--- src/rtl/enduro_fifo_rd_stage.sv ---
`timescale 1ns/1ps
`default_nettype none
// ============================================================================
// Module      : enduro_fifo_rd_stage
// Description : Read-side output stage of the enduro FIFO. Pops the FIFO
//               controller, captures the 1-cycle-latency memory read data into
//               a small skid buffer and presents it as an AXI-Stream master.
//               Credit-based prefetch sustains one beat per cycle.
// Revision    : 1.0 - initial release
// ============================================================================
module enduro_fifo_rd_stage #(
   parameter int DATA_WIDTH = 32,
   parameter int BUF_DEPTH  = 3
) (
   input  logic                               m_axis_clk,
   input  logic                               m_axis_aresetn,
   input  logic                               empty_ff,
   output logic                               inc_rd_pointer,
   input  logic [DATA_WIDTH-1:0]              mem_rd_data,
   output logic                               m_axis_tvalid,
   input  logic                               m_axis_tready,
   output logic [DATA_WIDTH-1:0]              m_axis_tdata,
   output logic [$clog2(BUF_DEPTH+1)-1:0]     buf_count
);

   localparam int CNT_W = $clog2(BUF_DEPTH + 1);
   localparam int IDX_W = (BUF_DEPTH > 1) ? $clog2(BUF_DEPTH) : 1;
   localparam logic [CNT_W-1:0] DEPTH_CNT = CNT_W'(BUF_DEPTH);
   localparam logic [IDX_W-1:0] LAST_IDX  = IDX_W'(BUF_DEPTH - 1);

   logic [CNT_W-1:0]      occupancy;
   logic                  inflight;
   logic [IDX_W-1:0]      rd_idx;
   logic [IDX_W-1:0]      wr_idx;
   logic [IDX_W-1:0]      head_idx;
   logic [DATA_WIDTH-1:0] buf_mem [BUF_DEPTH];
   logic [DATA_WIDTH-1:0] head_data;
   logic [DATA_WIDTH-1:0] tdata_reg;
   logic [CNT_W:0]        credit_used;
   logic                  capture;
   logic                  handshake;

   // Circular index advance over BUF_DEPTH slots (depth need not be a power of two).
   function automatic logic [IDX_W-1:0] wrap_inc(input logic [IDX_W-1:0] idx);
      return (idx == LAST_IDX) ? '0 : idx + 1'b1;
   endfunction

   // Credit counts both held beats and the beat still in the memory pipeline,
   // so the buffer can never be overrun; it depends on registered state only.
   assign credit_used    = {1'b0, occupancy} + {{CNT_W{1'b0}}, inflight};
   assign inc_rd_pointer = ~empty_ff & (credit_used < {1'b0, DEPTH_CNT});

   assign capture        = inflight;
   assign m_axis_tvalid  = (occupancy != '0);
   assign handshake      = m_axis_tvalid & m_axis_tready;
   assign m_axis_tdata   = tdata_reg;
   assign buf_count      = occupancy;

   // Slot that will be at the head of the buffer after this cycle's updates.
   assign head_idx = handshake ? wrap_inc(rd_idx) : rd_idx;

   // Next head value; bypass the memory data when it lands directly in the head slot.
   always_comb begin
      head_data = buf_mem[head_idx];
      if (capture && (head_idx == wr_idx)) begin
         head_data = mem_rd_data;
      end
   end

   // Control state: pipeline tracking, buffer indices, occupancy and the output data register.
   always_ff @(posedge m_axis_clk or negedge m_axis_aresetn) begin
      if (!m_axis_aresetn) begin
         inflight  <= 1'b0;
         wr_idx    <= '0;
         rd_idx    <= '0;
         occupancy <= '0;
         tdata_reg <= '0;
      end else begin
         inflight  <= inc_rd_pointer;
         tdata_reg <= head_data;
         if (capture) begin
            wr_idx <= wrap_inc(wr_idx);
         end
         if (handshake) begin
            rd_idx <= wrap_inc(rd_idx);
         end
         case ({capture, handshake})
            2'b10:   occupancy <= occupancy + 1'b1;
            2'b01:   occupancy <= occupancy - 1'b1;
            default: occupancy <= occupancy;
         endcase
      end
   end

   // Skid buffer storage; contents are qualified by occupancy so need no reset.
   always_ff @(posedge m_axis_clk) begin
      if (capture) begin
         buf_mem[wr_idx] <= mem_rd_data;
      end
   end

   a_no_overflow: assert property (@(posedge m_axis_clk) disable iff (!m_axis_aresetn)
      !(capture && (occupancy == DEPTH_CNT) && !handshake));

   a_no_pop_when_empty: assert property (@(posedge m_axis_clk) disable iff (!m_axis_aresetn)
      !(inc_rd_pointer && empty_ff));

endmodule
`default_nettype wire

--- config.mk ---
export PLATFORM = sky130hd
export DESIGN_NAME = enduro_fifo_rd_stage
export DESIGN_NICKNAME = d
export VERILOG_FILES = /design/src/rtl/enduro_fifo_rd_stage.sv
export SDC_FILE = /design/constraint.sdc
export NUM_CORES = 1
export LEC_CHECK = 0
export CAP_MARGIN = 5
export CORE_MARGIN = 2
export CORE_UTILIZATION = 53
export CTS_CLUSTER_DIAMETER = 50
export DETAILED_ROUTE_END_ITERATION = 12
export HOLD_SLACK_MARGIN = 0.15
export PLACE_DENSITY = 0.85
export SETUP_SLACK_MARGIN = 0.4
export SYNTH_ARGS = -nofsm -noshare
export SYNTH_HDL_FRONTEND = slang
export SYNTH_SLANG_ARGS = --single-unit
--- constraint.sdc ---
create_clock -name m_axis_clk -period 5.2 [get_ports m_axis_clk]
set_clock_uncertainty 0.15 [all_clocks]
set_input_delay 1.04 -clock m_axis_clk [delete_from_list [all_inputs] [get_ports m_axis_clk]]
set_output_delay 1.04 -clock m_axis_clk [all_outputs]
set_load 0.02 [all_outputs]
==> impl_metrics.ini <==
[route]
drtIter0Drc = 285
routed_wl_um = 12780
route.detailed.drc = 0
vias_per_cell = 5.946
via_count = 3829
drtPass1Iterations = 4
wire_per_inst_um = 19.84
ant_nets = 0

[clock_network]
cts.path.max_buffers = 2
post_cts_buffers = 0
cts_tree = done
path_clk_slew_ns = 0.06
cts_max_level = 4
cts_made_buffers = 17
cts_resized = 0
clock_sinks = 135
ctsHoldBuffers = 0
clockRootBuffer = clkbuf_16
insertion_delay_ns = 0.42

[finish]
final_cell_mix = 96 x edfxtp_1, 70 x clkdlybuf4s50_1, 69 x nand2_1
fillers = 772
area_growth_pct = 24.68
nets = 530
drive_gt1_share_pct = 9.722
fin_cells = 644
antenna_cells = 0
final_util_pct = 68.03
final_common_cell = edfxtp_1

[synth]
synth.cell_area_um2 = 5967
synth_top_area_share_pct = 48.31
synth_ff_type = edfxtp_1
ys_seq_area_share_pct = 64.67
synth_area_leaders = edfxtp_1 48%, dfrtp_1 16%, mux2i_1 11%, mux2_1 6.0%, a32o_1 5.4%
yosys.area.top_type = edfxtp_1
syn_inst = 425
yosysUniqueCellTypes = 31
synthesis.nets = 464
avgSynthCellArea_um2 = 14.04
synth_edf_count = 96
synth_warnings = 0
async_flop_share_pct = 28.89
synth-seq-cells = 135

[worst_setup_path]
crit_chain = ha_1 > ha_1 > a211oi_1 > clkdlybuf4s50_1
slowest_delay_ns = 0.68
cp-start-kind = flop
end_kind = output pin
cpMostUsedCell = ha_1
crit_fanout = 6
crit_type = reg2out
rrSetupSlack_ns = 1.87
cp.arrival_ns = 2.44
cp.required_ns = 4.01
slowest_stage = clkdlybuf4s50_1
r2r_cells = 5

[job]
cap_violations = 0

[timing]
slew_headroom_pct = 25.38
fin_ws_ns = 1.575
period_needed_ns = 3.625
maxSlewViolCount = 0
worst_slew_pin_slew_ns = 1.115
clock.fmax_mhz = 275.9
rsz0062_at_grt = false
period_share_pct = 69.71
finalHoldViolations = 0
setup_viol = 0
tns_ns = 0

[global_routing]
grt_pass1_vias = 4002
grt_pass1_wl_um = 20490
antenna_found_initial = 0
grt.overflow.total = 0
grt_max_degree = 66
track_usage_pct = 23.02

[floorplanning]
pin_count = 72
core_um2 = 10940
die_h_um = 110.1
fp.dieW_um = 110.1
row_count = 38
start_util_pct = 54.57
dieArea_um2 = 12120

[placed_design]
place.gp.congestion = 0.6945
io_buffers = 71
dp_hpwl_um = 7232
dpl.cell_count = 612
dp_slack_ns = 1.342

[power_and_ir_drop]
vdd_ir_drop_max_mv = 0.3167
leakage_nw = 2.816
power.total_mw = 4.766
p_per_area_nw_per_um2 = 640.7

[worst_hold_path]
hp-class = reg2reg
holdPathStages = 1

[run_status]
status = completed
-- Yosys cell counts, types with 2 or more instances --
cell type and number:
a21o_1 2, a21oi_1 32, a32o_1 32, buf_1 3, buf_2 10, buf_4 3
clkbuf_1 15, dfrtp_1 39, edfxtp_1 96, ha_1 3, mux2_1 32, mux2i_1 64
nand2_1 69, nor2_1 5, nor3_1 2, xnor2_1 3
-- kinds of logic after synthesis --
kind of cell	synth area share [%]
xor+xnor	0.5872
mux	16.96
flops	64.67
compound gates	9.268
fa+ha+maj	0.6291
buf+inv	2.474
simple gates	5.410
-- worst paths after layout --
path,start,end
setup / recovery,buf_count[0]$_DFFE_PN0P_,inc_rd_pointer
hold / removal,buf_count[1]$_DFFE_PN0P_,buf_count[1]$_DFFE_PN0P_
setup reg to reg,buf_count[0]$_DFFE_PN0P_,m_axis_tdata[22]$_DFF_PN0_
hold reg to reg,buf_count[1]$_DFFE_PN0P_,buf_count[1]$_DFFE_PN0P_
max in group asynchronous,m_axis_aresetn,m_axis_tdata[10]$_DFF_PN0_
min in group asynchronous,m_axis_aresetn,m_axis_tdata[18]$_DFF_PN0_
-- cell type report --
type	count	area [µm²]	area share (%)
sequential	135	3859	51.87
timing repair buffer	78	758.2	10.19
clock buffer	20	456.7	6.139
clock inverter	12	198.9	2.674
inverter	2	7.507	0.1009
multi-input combinational	257	1984	26.67
tap	140	175.2	2.355
-- registers in the layout, summed over array words and instances, names as in the netlist --
register / cells
rd_idx: 2
m_axis_tdata: 32
capture: 1
wr_idx: 2
buf_count: 2
buf_mem: 96
-- metrics by stage --
step / hold WS, ns / instance area, µm²
5_1_grt: 0.4849 / 7440
4_1_cts: 0.4591 / 7440
3_5_place_dp: 0.4331 / 6784
2_1_floorplan: 0.4936 / 5967
3_3_place_gp: 0.4252 / 6784
6_report: 0.4539 / 7440
-- metal layers --
layer  GRT usage [%]  wire length, µm  up-vias
met5               0                0        -
met4           8.929              188        0
met2           39.83             6774      116
li1                -                -     1747
met1           28.24             5171     1944
met3           5.056              642       22
-- worst max-delay path: cells and delay by family, from the launching register on --
kind,cells,cell delay [ns]
fa+ha+maj,2,0.52
buf+inv,1,0.68
compound gates,1,0.34
flops,1,0.48
-- report_power, final --
part	total, mW	switching [mW]	internal, mW	leakage (nW)
Clock	1.31	0.436	0.874	0.308
Sequential	1.69	0.179	1.51	1.33
Combinational	1.77	0.970	0.799	1.18
Power figures use the tool's default switching activity.
